===== src/rtl/fa_mon_pkg.sv =====
// Package: fa_mon_pkg
// Purpose: shared definitions for the full-adder response monitor.
//   - fa_state_e  : monitor FSM encoding (IDLE, RUN, DONE)
//   - NUM_VECTORS : number of distinct {a,b,c} input combinations
//   - fa_golden   : reference full-adder function, returns {sum, carry}
package fa_mon_pkg;

    localparam int NUM_VECTORS = 8;

    typedef enum logic [1:0] {
        ST_IDLE = 2'd0,
        ST_RUN  = 2'd1,
        ST_DONE = 2'd2
    } fa_state_e;

    function automatic logic [1:0] fa_golden(input logic a, input logic b, input logic c);
        return {a ^ b ^ c, (a & b) | (a & c) | (b & c)};
    endfunction

endpackage


===== src/rtl/full_adder_monitor_if.sv =====
// Interface: full_adder_monitor_if
// Purpose: groups the stimulus/response signals of the adder under test and
//          the result signals of the monitor.
// Signals:
//   en          monitor enable (1 = running, 0 = idle with results held)
//   a, b, c     stimulus applied to the adder under test
//   sum, carry  adder under test outputs
//   check_valid 1-cycle pulse: a vector was checked
//   mismatch    1-cycle pulse alongside check_valid when sum/carry were wrong
//   err_cnt     saturating mismatch count
//   cov_map     bit i set once vector {a,b,c}==i has been checked
//   done, pass  full coverage reached / full coverage with no errors
//   first_fail  {a,b,c,sum,carry} of the first mismatch (zero unless logging built)
//   state_dbg   current monitor FSM state (fa_state_e encoding)
// Modports: master drives stimulus and observes results; slave is the monitor.
//
// Handshake: there is no backpressure anywhere. check_valid is a qualifier that
// is high for exactly one cycle per checked vector; mismatch is only meaningful
// while check_valid is high. All other outputs are level signals.
interface full_adder_monitor_if #(
    parameter int ERR_CNT_W = 8
);
    logic                 en;
    logic                 a;
    logic                 b;
    logic                 c;
    logic                 sum;
    logic                 carry;
    logic                 check_valid;
    logic                 mismatch;
    logic [ERR_CNT_W-1:0] err_cnt;
    logic [7:0]           cov_map;
    logic                 done;
    logic                 pass;
    logic [4:0]           first_fail;
    logic [1:0]           state_dbg;

    modport master (
        output en, a, b, c, sum, carry,
        input  check_valid, mismatch, err_cnt, cov_map, done, pass, first_fail, state_dbg
    );

    modport slave (
        input  en, a, b, c, sum, carry,
        output check_valid, mismatch, err_cnt, cov_map, done, pass, first_fail, state_dbg
    );
endinterface


===== src/rtl/fa_mon_stable_det.sv =====
// Module: fa_mon_stable_det
// Purpose: decides when the adder input vector has been stable long enough to
//          be sampled. Holds the previous-vector register, a stable-cycle counter
//          saturating at HOLD_CYCLES, and a flag that limits sampling to once
//          per stable interval.
// Ports:
//   clk, rst  clock and synchronous active-high reset
//   run       monitor is in RUN with en high; state only advances while set
//   clear     entering RUN: restart stability tracking from the current vector
//   vec       current {a,b,c}
//   strobe    combinational: sample this cycle (registered by the top)
module fa_mon_stable_det
    import fa_mon_pkg::*;
#(
    parameter int HOLD_CYCLES = 4
) (
    input  logic                           clk,
    input  logic                           rst,
    input  logic                           run,
    input  logic                           clear,
    input  logic [$clog2(NUM_VECTORS)-1:0] vec,
    output logic                           strobe
);
    localparam logic [7:0] HOLD    = 8'(HOLD_CYCLES);
    localparam logic [7:0] HOLD_M1 = 8'(HOLD_CYCLES - 1);

    logic [$clog2(NUM_VECTORS)-1:0] prev;
    logic [7:0]                     cnt;
    logic                           checked;
    logic                           changed;

    assign changed = (vec != prev);
    // A change on the cycle the sample would fire suppresses it.
    assign strobe  = run && !changed && !checked && (cnt == HOLD_M1);

    always_ff @(posedge clk) begin
        if (rst) begin
            prev    <= '0;
            cnt     <= '0;
            checked <= 1'b0;
        end else if (clear) begin
            // Entry into RUN behaves like a fresh input change.
            prev    <= vec;
            cnt     <= '0;
            checked <= 1'b0;
        end else if (run) begin
            prev <= vec;
            if (changed) begin
                cnt     <= '0;
                checked <= 1'b0;
            end else begin
                if (cnt != HOLD) cnt <= cnt + 8'd1;
                if (strobe) checked <= 1'b1;
            end
        end
    end
endmodule


===== src/rtl/full_adder_monitor.sv =====
// Module: full_adder_monitor
// Purpose: synchronous response checker for a 1-bit full adder. Each input
//          vector held stable for HOLD_CYCLES is checked once against the golden
//          function; mismatches are counted (saturating), coverage of the 8
//          vectors is tracked, and done/pass are raised on full coverage.
// Parameters:
//   HOLD_CYCLES  stable cycles required before sampling (1..255)
//   ERR_CNT_W    mismatch counter width
// Ports:
//   clk, rst  clock and synchronous active-high reset
//   bus       full_adder_monitor_if.slave (stimulus, adder outputs, results)
// Build option: define FA_MON_LOG_EN to capture {a,b,c,sum,carry} of the first
//   mismatch after entering RUN on bus.first_fail; otherwise it is tied to 0.
module full_adder_monitor
    import fa_mon_pkg::*;
#(
    parameter int HOLD_CYCLES = 4,
    parameter int ERR_CNT_W   = 8
) (
    input  logic                        clk,
    input  logic                        rst,
    full_adder_monitor_if.slave         bus
);
    localparam logic [1:0]             S_IDLE  = ST_IDLE;
    localparam logic [1:0]             S_RUN   = ST_RUN;
    localparam logic [1:0]             S_DONE  = ST_DONE;
    localparam logic [ERR_CNT_W-1:0]   ERR_MAX = '1;
    localparam logic [NUM_VECTORS-1:0] COV_ALL = '1;

    logic [1:0]             state;
    logic                   check_valid_q;
    logic                   mismatch_q;
    logic [ERR_CNT_W-1:0]   err_cnt_q;
    logic [NUM_VECTORS-1:0] cov_map_q;
    logic                   done_q;
    logic                   pass_q;

    logic [2:0] vec;
    logic [1:0] golden;
    logic       run;
    logic       enter;
    logic       strobe;
    logic       bad;

    assign vec    = {bus.a, bus.b, bus.c};
    assign golden = fa_golden(bus.a, bus.b, bus.c);
    assign run    = (state == S_RUN) && bus.en;
    assign enter  = (state == S_IDLE) && bus.en;
    assign bad    = strobe && ({bus.sum, bus.carry} != golden);

    fa_mon_stable_det #(
        .HOLD_CYCLES (HOLD_CYCLES)
    ) u_stable (
        .clk    (clk),
        .rst    (rst),
        .run    (run),
        .clear  (enter),
        .vec    (vec),
        .strobe (strobe)
    );

    always_ff @(posedge clk) begin
        if (rst) begin
            state         <= S_IDLE;
            check_valid_q <= 1'b0;
            mismatch_q    <= 1'b0;
            err_cnt_q     <= '0;
            cov_map_q     <= '0;
            done_q        <= 1'b0;
            pass_q        <= 1'b0;
        end else begin
            check_valid_q <= strobe;
            mismatch_q    <= bad;
            case (state)
                S_IDLE: begin
                    if (bus.en) begin
                        state     <= S_RUN;
                        err_cnt_q <= '0;
                        cov_map_q <= '0;
                        done_q    <= 1'b0;
                        pass_q    <= 1'b0;
                    end
                end
                S_RUN: begin
                    if (!bus.en) begin
                        state <= S_IDLE;
                    end else begin
                        if (strobe) cov_map_q[vec] <= 1'b1;
                        if (bad && (err_cnt_q != ERR_MAX)) err_cnt_q <= err_cnt_q + 1'b1;
                        // Coverage completed by the previous cycle's check.
                        if (cov_map_q == COV_ALL) begin
                            state  <= S_DONE;
                            done_q <= 1'b1;
                            pass_q <= (err_cnt_q == '0);
                        end
                    end
                end
                S_DONE: begin
                    if (!bus.en) state <= S_IDLE;
                end
                default: state <= S_IDLE;
            endcase
        end
    end

`ifdef FA_MON_LOG_EN
    logic       log_valid;
    logic [4:0] first_fail_q;

    always_ff @(posedge clk) begin
        if (rst || enter) begin
            log_valid    <= 1'b0;
            first_fail_q <= '0;
        end else if (bad && !log_valid) begin
            log_valid    <= 1'b1;
            first_fail_q <= {vec, bus.sum, bus.carry};
        end
    end

    assign bus.first_fail = first_fail_q;
`else
    assign bus.first_fail = 5'b0;
`endif

    assign bus.check_valid = check_valid_q;
    assign bus.mismatch    = mismatch_q;
    assign bus.err_cnt     = err_cnt_q;
    assign bus.cov_map     = cov_map_q;
    assign bus.done        = done_q;
    assign bus.pass        = pass_q;
    assign bus.state_dbg   = state;
endmodule


===== src/flat_wrapper.sv =====
// flat-port wrapper written by rule: the top's interface ports become plain ports
module full_adder_monitor_flat import fa_mon_pkg::*;
#(
    parameter int HOLD_CYCLES = 4,
    parameter int ERR_CNT_W   = 8
)
  (clk, rst, bus_en, bus_a, bus_b, bus_c, bus_sum, bus_carry, bus_check_valid, bus_mismatch, bus_err_cnt, bus_cov_map, bus_done, bus_pass, bus_first_fail, bus_state_dbg);
  full_adder_monitor_if #(.ERR_CNT_W(ERR_CNT_W)) bus_i ();
  input  logic clk;
  input  logic rst;
  input wire logic [$bits(bus_i.en)-1:0] bus_en;
  input wire logic [$bits(bus_i.a)-1:0] bus_a;
  input wire logic [$bits(bus_i.b)-1:0] bus_b;
  input wire logic [$bits(bus_i.c)-1:0] bus_c;
  input wire logic [$bits(bus_i.sum)-1:0] bus_sum;
  input wire logic [$bits(bus_i.carry)-1:0] bus_carry;
  output wire logic [$bits(bus_i.check_valid)-1:0] bus_check_valid;
  output wire logic [$bits(bus_i.mismatch)-1:0] bus_mismatch;
  output wire logic [$bits(bus_i.err_cnt)-1:0] bus_err_cnt;
  output wire logic [$bits(bus_i.cov_map)-1:0] bus_cov_map;
  output wire logic [$bits(bus_i.done)-1:0] bus_done;
  output wire logic [$bits(bus_i.pass)-1:0] bus_pass;
  output wire logic [$bits(bus_i.first_fail)-1:0] bus_first_fail;
  output wire logic [$bits(bus_i.state_dbg)-1:0] bus_state_dbg;
  assign bus_i.en = bus_en;
  assign bus_i.a = bus_a;
  assign bus_i.b = bus_b;
  assign bus_i.c = bus_c;
  assign bus_i.sum = bus_sum;
  assign bus_i.carry = bus_carry;
  assign bus_check_valid = bus_i.check_valid;
  assign bus_mismatch = bus_i.mismatch;
  assign bus_err_cnt = bus_i.err_cnt;
  assign bus_cov_map = bus_i.cov_map;
  assign bus_done = bus_i.done;
  assign bus_pass = bus_i.pass;
  assign bus_first_fail = bus_i.first_fail;
  assign bus_state_dbg = bus_i.state_dbg;
  full_adder_monitor #(.HOLD_CYCLES(HOLD_CYCLES), .ERR_CNT_W(ERR_CNT_W)) u_core (.clk(clk), .rst(rst), .bus(bus_i));
endmodule

===== config.mk =====
export PLATFORM = sky130hd
export DESIGN_NAME = full_adder_monitor_flat
export DESIGN_NICKNAME = d
export VERILOG_FILES = /design/src/rtl/fa_mon_pkg.sv /design/src/rtl/full_adder_monitor_if.sv /design/src/rtl/fa_mon_stable_det.sv /design/src/rtl/full_adder_monitor.sv /design/src/flat_wrapper.sv
export SDC_FILE = /design/constraint.sdc
export NUM_CORES = 1
export LEC_CHECK = 0
export ABC_AREA = 1
export CAP_MARGIN = 25
export CORE_UTILIZATION = 55
export CTS_CLUSTER_DIAMETER = 100
export CTS_CLUSTER_SIZE = 30
export DETAILED_ROUTE_END_ITERATION = 10
export PLACE_DENSITY = 0.92
export SYNTH_ARGS = -nofsm -noshare
export SYNTH_HDL_FRONTEND = slang
export SYNTH_HIERARCHICAL = 1
export SYNTH_SLANG_ARGS = --single-unit

===== constraint.sdc =====
create_clock -name clk -period 3 [get_ports clk]
set_clock_uncertainty 0.05 [all_clocks]
set_input_delay 0.9 -clock clk [delete_from_list [all_inputs] [get_ports clk]]
set_output_delay 0.9 -clock clk [all_outputs]
set_load 0.02 [all_outputs]

==> out/metrics.csv, run 1 <==
metric,value,unit
wire length on met1,2.03,mm
status,"finished, final reports clean",
routed len/inst,11.8,um
ANT cells,0,
Post-CTS Resized,0,
met3 WL post-DR,283,um
"critical path, cell by cell","clkdlybuf4s50_1, inv_2, nor2_2, nand2_1, nor3_1, nand2_1, inv_1, o21ai_1, nor2_1, nand2_1, a21oi_1",
sw frac,0.251,
nets,360,
slowest CP cell,clkdlybuf4s50_1,
postcts setup bufs,0,
"area leader, netlist",dfxtp_1,
Util after Layout,0.723,
Switch Pwr,0.257,mW
sequential group share of total power,0.457,
Crit. End Element,register,
top layer in use,met4,
Setup TNS Final,0,ns
core region area,3420,sq um
CP Max Fanout,4,
final hold viol count,0,
Max H-tree Level,2,
# setup viols final,0,
post-route setup slack,0.378,ns
synth warn,6,
Hold/Removal Path Class,reg2reg,
Layout area overhead,22.9,%
most frequent CP cell,nand2_1,
Bufs on Longest Clock Path,2,
WHS Path Cells,2,
Residual DRC,0,
CTS buffer count,5,
MaxCap Viol Count,0,
DRT Wirelength,4.62,mm
"Avg Cell Area, Syn",6.59,sq um
Area contributors post-synth,"dfxtp_1, nand2_1, inv_1",
Starting DRT DRC Count,181,
Port Buffers,29,
number of detailed-route iterations in the first pass,5,
CTS tree,done,
max incr delay on CP,0.55,ns
pin count of the biggest net entering global routing,13,
die width,62.5,um
register bit total from synthesis,34,
Peak VDD IR,0.404,mV
static leakage,1.02,nW
Cell variety after synth,31,
Worst EP arrival,2.86,ns
Startpoint Class,primary input,
Setup CP Type,in2reg,
die height,62.5,um
Antenna Violating Nets Remaining,0,
# hold bufs at CTS,0,
total power,1.03,mW
CP required,3.24,ns
unrepaired setup endpoints after global routing,false,
DR vias,2042,
initial antenna violation count,0,
Pwr per Cell Area,415,nW/um^2
Internal,0.769,mW
IO Count,35,
Skew-Pair Late Insertion Delay,0.35,ns
DR WL met2,2.21,mm
Post-Synthesis Cells,305,
routability cong.,0.949,
period utilization,0.874,
non-filler instance count after layout,390,
fin crit period,2.62,ns
sequential-to-total area share from yosys stat,0.339,
CTS clock-pin slew for the worst setup and hold paths,0.12,ns
TritonCTS Sinks,34,
worst r2r path cells,11,
DP Cell Count,382,
Comb pwr share,0.130,
share of the synthesized area in the top cell type,0.339,
DR vias/cell,5.24,
grt ovf,0,
share of cells above drive strength 1,0.0843,
Rows,21,
synthesized area,2010,sq um
first-pass GRT wire length,7.99,mm
HPWL after DPL,3.46,mm
Clock Tree Root,clkbuf_4,
Clock power frac,0.413,
vias in the first global route,1844,
GRT Overall Usage,0.254,
pre-CTS setup slack,0.0747,ns
fillcell total,292,
Slew Limit Fails,0,
Die Area,3900,sq um
fmax,381,MHz
starting density of the core,0.589,
final timing paths:
path	startpoint	to	slack (ns)
worst max-delay path	bus_en	u_core/bus.cov_map[6]	0.38
worst min-delay path	u_core/bus.done	u_core/bus.done	0.42
worst max register to register	u_core/bus.state_dbg[1]	u_core/bus.cov_map[6]	0.96
worst min register to register	u_core/bus.done	u_core/bus.done	0.42
cell usage after synthesis (all sizes together):
master  count
ha          8
fa          1
nor4        1
o21bai      1
nand2      91
nand3      23
nor3b       1
xor2        1
nand4       6
nor3        3
buf         6
inv        47
nor2       39
conb        1
clkbuf      1
nand3b      1
xnor2       1
dfxtp      34
a211oi      2
o21ai       6
a21oi      31
kinds of logic after synthesis:
logic type	Yosys count	synth area share
buffers and inverters	54	0.111
adder cells (fa/ha/maj)	9	0.0597
AO/OA/AOI/OAI	40	0.103
other	1	0.00187
flip-flops	34	0.339
XOR/XNOR	2	0.00871
AND/OR/NAND/NOR	165	0.377
cell type report:
type,count,area (sq um),area share
clock buffers,5,37.5,0.0152
clock inverters,3,68.8,0.0278
repair buffers,34,328,0.133
well taps,46,57.6,0.0233
multi-input cells,221,1120,0.454
inverters,47,176,0.0714
flip-flops and latches,34,681,0.275
critical path: cells and delay by family:
kind,cells,cell delay [ns]
buffers and inverters,3,0.81
and+or+nand+nor,6,0.87
AOI/OAI and AO/OA,2,0.27
placed cells by master, fill, tap and decap left out, types with 5 or more instances in the layout:
master / n
nand3_1: 22
nand2_1: 83
nor2_1: 35
conb_1: 5
ha_1: 8
clkbuf_4: 5
clkdlybuf4s50_1: 29
inv_1: 46
a21oi_1: 31
dfxtp_1: 34
o21ai_0: 5
buf_4: 5
per-layer routing:
metal / global-route usage / vias up
li1: - / 1025
met1: 0.330 / 914
met2: 0.406 / 91
met3: 0.0566 / 12
met4: 0.102 / 0
met5: 0 / -
power groups by stage:
stage / Clock, mW / Sequential, mW / Combinational, mW
final: 0.424 / 0.469 / 0.134
after floorplan: 0 / 0.484 / 0.0822
after global placement: 0 / 0.479 / 0.127
after CTS: 0.434 / 0.469 / 0.132
after detailed placement: 0 / 0.479 / 0.131
after global routing: 0.462 / 0.471 / 0.146
through the flow:
step                      hold WS [ns]  area, sq um
after floorplan                  0.381         2030
after global placement           0.394         2360
after detailed placement         0.401         2360
after CTS                        0.418         2470
after global routing             0.441         2470
final                            0.423         2470
flip-flops by register name (all words and copies together) (netlist names):
signal                   count
u_core/u_stable/prev         3
u_core/bus.state_dbg         2
u_core/bus.done              1
u_core/bus.err_cnt           8
u_core/bus.mismatch          1
u_core/bus.check_valid       1
u_core/bus.pass              1
u_core/bus.cov_map           8
u_core/u_stable/checked      1
u_core/u_stable/cnt          8
Note: power is estimated with default switching activity, not from simulation.
==> run 2, diff against run 1 <==
--- a/config.mk
+++ b/config.mk
@@ -7,11 +7,13 @@
 export LEC_CHECK = 0
 export ABC_AREA = 1
 export CAP_MARGIN = 25
-export CORE_UTILIZATION = 55
+export CORE_MARGIN = 2
+export CORE_UTILIZATION = 53
 export CTS_CLUSTER_DIAMETER = 100
 export CTS_CLUSTER_SIZE = 30
 export DETAILED_ROUTE_END_ITERATION = 10
-export PLACE_DENSITY = 0.92
+export GPL_ROUTABILITY_DRIVEN = 0
+export PLACE_DENSITY = 0.89
 export SYNTH_ARGS = -nofsm -noshare
 export SYNTH_HDL_FRONTEND = slang
 export SYNTH_HIERARCHICAL = 1
==> constraint.sdc (replaced) <==
create_clock -name clk -period 2.9 [get_ports clk]
set_clock_uncertainty 0.05 [all_clocks]
set_input_delay 0.87 -clock clk [delete_from_list [all_inputs] [get_ports clk]]
set_output_delay 0.87 -clock clk [all_outputs]
set_load 0.02 [all_outputs]
==> out/metrics.csv, run 2 (synthesis gave the netlist of run 1 again) <==
metric,value,unit,change
status,"finished, final reports clean",,
IO Count,35,,unchanged
starting density of the core,0.549,,-0.0394
Placed Area,2370,sq um,+0.11%
CTS clock-pin slew for the worst setup and hold paths,0.07,ns,-0.05 ns
routed len/inst,11.3,um,-4.7%
GRT Overall Usage,0.226,,-0.0281
Worst EP arrival,2.73,ns,-0.13 ns
CP required,3.04,ns,-0.20 ns
Die Area,4300,sq um,+10%
Peak VDD IR,0.377,mV,-6.9%
Bufs on Longest Clock Path,2,,unchanged
initial antenna violation count,0,,unchanged
Rows,22,,+4.8%
CTS buffer count,5,,unchanged
max incr delay on CP,0.58,ns,+0.03 ns
fmax,386,MHz,
DR vias,1974,,-3.3%
die width,65.6,um,+5.0%
unrepaired setup endpoints after global routing,false,,
"commonest non-fill, non-tap cell in the layout",nand2_1,,
Switch Pwr,0.272,mW,+5.7%
most frequent CP cell,nand2_1,,
Internal,0.778,mW,+1.3%
pin count of the biggest net entering global routing,14,,+1
Startpoint Class,primary input,,
sequential group share of total power,0.462,,+0.005
Util after Layout,0.676,,-0.0471
Final Instance Area,2480,sq um,+0.20%
Port Buffers,29,,unchanged
TritonCTS Sinks,34,,unchanged
ANT cells,0,,unchanged
"critical path, cell by cell","clkdlybuf4s50_1, inv_1, fa_1, nand2_1, inv_1, nor2_1, nand2_1, nand4_4, nand2_4, nand2_1, nand2_1, nor2_1",,
final hold viol count,0,,unchanged
pre-CTS setup slack,0.00214,ns,-0.0726 ns
CP bufs+invs,3,,unchanged
Clock power frac,0.407,,-0.006
Crit. End Element,register,,
core region area,3660,sq um,+7.2%
Post-CTS Resized,0,,unchanged
# setup viols final,0,,unchanged
Skew-Pair Late Insertion Delay,0.29,ns,-0.06 ns
Max H-tree Level,2,,unchanged
slowest CP cell,fa_1,,
DRT Wirelength,4.42,mm,-4.2%
share of cells above drive strength 1,0.0843,,unchanged
Antenna Violating Nets Remaining,0,,unchanged
sw frac,0.259,,+0.00815
# hold bufs at CTS,0,,unchanged
Hold/Removal Path Class,reg2reg,,
CP Max Fanout,10,,+6
Layout area overhead,23.1,%,
Slew Limit Fails,0,,unchanged
MaxCap Viol Count,0,,unchanged
Clock Tree Root,clkbuf_8,,
Setup TNS Final,0,ns,unchanged
DR vias/cell,5.04,,-3.8%
first-pass GRT wire length,7.49,mm,-6.3%
static leakage,1.02,nW,+0.25%
die height,65.6,um,+5.0%
CTS tree,done,,
postcts setup bufs,0,,unchanged
Setup CP Type,in2reg,,
number of detailed-route iterations in the first pass,4,,-1
vias in the first global route,1746,,-5.3%
nets,360,,unchanged
Residual DRC,0,,unchanged
Comb pwr share,0.131,,about the same
Pwr per Cell Area,424,nW/um^2,+2.2%
WHS,0.414,ns,-0.00903 ns
post-route setup slack,0.312,ns,-0.0663 ns
"commonest cells after routing, fill and taps aside","nand2_1, inv_1, nor2_1, dfxtp_1, a21oi_1",,
period utilization,0.892,,
HPWL after DPL,3.40,mm,-1.8%
grt ovf,0,,unchanged
Starting DRT DRC Count,112,,-38%
family with the most delay on the worst path,simple AND/OR/NAND/NOR gates,,
fin crit period,2.59,ns,
## run 2: per-stage QoR
step	total power, mW	cells
final	1.05	392
after detailed placement	0.631	384
after global placement	0.628	384
after global routing	1.10	392
after CTS	1.06	392
after floorplan	0.586	309
## run 2: worst register-to-register path: cells and delay by family (launching register included)
kind	cells	cell delay [ns]
and+or+nand+nor	7	0.89
DFF	1	0.37
AOI/OAI and AO/OA	2	0.28
buffers and inverters	2	0.25
## run 2: final timing paths
kind                            from                    end  slack, ns  depth (start not counted)
min                  u_core/bus.done        u_core/bus.done       0.41                          2
max reg2reg  u_core/bus.state_dbg[1]  u_core/bus.cov_map[0]       1.00                         11
max                            bus_a  u_core/bus.err_cnt[2]       0.31                         12
min reg2reg          u_core/bus.done        u_core/bus.done       0.41                          2
## run 2: cell type report
type                    instances  area (sq um)
clock buffers                   5          68.8
fillers                       303          1180
well taps                      48          60.1
clock inverters                 3          40.0
inverters                      47           176
repair buffers                 34           328
flip-flops and latches         34           681
multi-input cells             221          1120
## run 2: routing by layer
layer,part of all wire,track usage
met1,0.46,0.275
met2,0.48,0.369
met3,0.048,0.0616
met4,0.011,0.107
met5,0,0
## run 2: power groups by stage
stage          logic [mW]  registers, mW  clock network [mW]
6_report            0.137          0.485               0.428
5_1_grt             0.151          0.487               0.462
4_1_cts             0.136          0.485               0.439
3_5_place_dp        0.136          0.496                   0
3_3_place_gp        0.132          0.495                   0
2_1_floorplan      0.0851          0.501                   0
==> run 3, diff against run 2 <==
--- a/config.mk
+++ b/config.mk
@@ -7,12 +7,11 @@
 export LEC_CHECK = 0
 export ABC_AREA = 1
 export CAP_MARGIN = 25
-export CORE_MARGIN = 2
+export CORE_MARGIN = 4
 export CORE_UTILIZATION = 53
 export CTS_CLUSTER_DIAMETER = 100
 export CTS_CLUSTER_SIZE = 30
 export DETAILED_ROUTE_END_ITERATION = 10
-export GPL_ROUTABILITY_DRIVEN = 0
 export PLACE_DENSITY = 0.89
 export SYNTH_ARGS = -nofsm -noshare
 export SYNTH_HDL_FRONTEND = slang
==> out/metrics.csv, run 3 (synthesis gave the netlist of run 1 again) <==
metric,value,unit,change
max incr delay on CP,0.54,ns,-0.04 ns
met1 usage in global routing,0.237,,-0.0377
CTS tree,done,,
postcts setup bufs,0,,unchanged
busiest grt layer,met2,,
CTS clock-pin slew for the worst setup and hold paths,0.07,ns,about the same
grt ovf,0,,unchanged
initial antenna violation count,0,,unchanged
pin count of the biggest net entering global routing,14,,unchanged
family with the most delay on the worst path,simple AND/OR/NAND/NOR gates,,
Startpoint Class,primary input,,
Max H-tree Level,2,,unchanged
Layout area overhead,24.8,%,
Post-CTS Resized,0,,unchanged
HPWL after DPL,3.39,mm,-0.15%
Peak VDD IR,0.477,mV,+27%
Util after Layout,0.686,,+0.00923
Port Buffers,29,,unchanged
# hold bufs at CTS,0,,unchanged
"critical path, cell by cell","clkdlybuf4s50_1, inv_1, fa_1, nand2_1, inv_1, nor2_1, nand2_1, nand4_4, nand2_4, nand2_1, nand2_1, nor2_1",,
final hold viol count,0,,unchanged
fin crit period,2.63,ns,+0.0460 ns
Skew-Pair Late Insertion Delay,0.29,ns,about the same
pre-CTS setup slack,-0.0231,ns,-0.0252 ns
Worst EP arrival,2.77,ns,+0.04 ns
first-pass GRT wire length,7.47,mm,-0.19%
Pwr per Cell Area,464,nW/um^2,+9.4%
CP Max Fanout,10,,unchanged
MaxCap Viol Count,0,,unchanged
WHS,0.412,ns,-0.00214 ns
Reg2Reg Setup Slack,0.99,ns,about the same
Slew Limit Fails,0,,unchanged
"commonest cells after routing, fill and taps aside","nand2_1, inv_1, nor2_1, dfxtp_1, a21oi_1",,
static leakage,1.04,nW,+1.3%
ANT cells,0,,unchanged
Starting DRT DRC Count,96,,-14%
Hold/Removal Path Class,reg2reg,,
nets,360,,unchanged
Die Area,4840,sq um,+13%
Crit. End Element,register,,
CP required,3.04,ns,about the same
status,"finished, final reports clean",,
total power,1.16,mW,+11%
starting density of the core,0.549,,unchanged
post-route setup slack,0.266,ns,-0.0460 ns
Clock Tree Root,clkbuf_8,,
DR vias/cell,5.02,,-0.25%
GRT Overall Usage,0.188,,-0.0375
CTS buffer count,5,,unchanged
routability cong.,0.901,,
routed len/inst,11.5,um,+1.7%
Bufs on Longest Clock Path,2,,unchanged
TritonCTS Sinks,34,,unchanged
"commonest non-fill, non-tap cell in the layout",nand2_1,,
CP bufs+invs,3,,unchanged
core region area,3660,sq um,unchanged
DRT Wirelength,4.49,mm,+1.7%
DR vias,1969,,-0.25%
most frequent CP cell,nand2_1,,
Rows,22,,unchanged
Antenna Violating Nets Remaining,0,,unchanged
share of cells above drive strength 1,0.0843,,unchanged
fmax,380,MHz,-1.7%
met3 global-route usage,0.0565,,-0.00512
vias in the first global route,1692,,-3.1%
Setup TNS Final,0,ns,unchanged
die height,69.6,um,+6.1%
slowest CP cell,clkdlybuf4s50_1,,
# setup viols final,0,,unchanged
unrepaired setup endpoints after global routing,false,,
die width,69.6,um,+6.1%
period utilization,0.908,,+0.0158
Setup CP Type,in2reg,,
Residual DRC,0,,unchanged
met2 Use GR,0.304,,-0.0646
IO Count,35,,unchanged
number of detailed-route iterations in the first pass,4,,unchanged
run 3: cell types whose count changed in the layout (fill, tap and decap cells not counted), sizes merged:
| cell | change |
|---|---|
| bufinv | +1 |
| clkbuf | +1 |
| clkinv | -2 |
run 3: routing by layer:
layer  vias up  share of wire
met2        55           0.48
met4         0          0.016
li1       1023              -
met5         -              0
met3         7          0.065
met1       884           0.44
run 3: tightest hold or removal path, delay by kind of cell (launching register included):
kind,cells,cell delay [ns]
AO/OA/AOI/OAI,1,0.06
buffers and inverters,1,0.06
flip-flops,1,0.30
run 3: report_power, final:
| part | internal, mW | switching, mW | leakage (nW) |
|---|---|---|---|
| combinational | 0.0498 | 0.0872 | 0.688 |
| clock | 0.367 | 0.176 | 0.0714 |
| sequential | 0.476 | 0.00869 | 0.275 |
| total | 0.892 | 0.272 | 1.04 |
run 3: final timing paths:
check                     startpoint                      end  cells past startpoint
min reg2reg  u_core/u_stable/checked  u_core/u_stable/checked                      2
max reg2reg  u_core/bus.state_dbg[1]    u_core/bus.cov_map[7]                     11
max                            bus_c    u_core/bus.err_cnt[2]                     12
min          u_core/u_stable/checked  u_core/u_stable/checked                      2
run 3: metrics by stage:
stage	cells	instance area (sq um)
2_1_floorplan	309	2030
3_3_place_gp	384	2370
3_5_place_dp	384	2370
4_1_cts	392	2510
5_1_grt	392	2510
6_report	392	2510
run 3: cell type report:
type	instances	area [sq um]
fillers	306	1150
flip-flops and latches	34	681
repair buffers	34	328
inverters	47	176
clock inverters	2	60.1
well taps	48	60.1
multi-input cells	221	1120
clock buffers	6	82.6
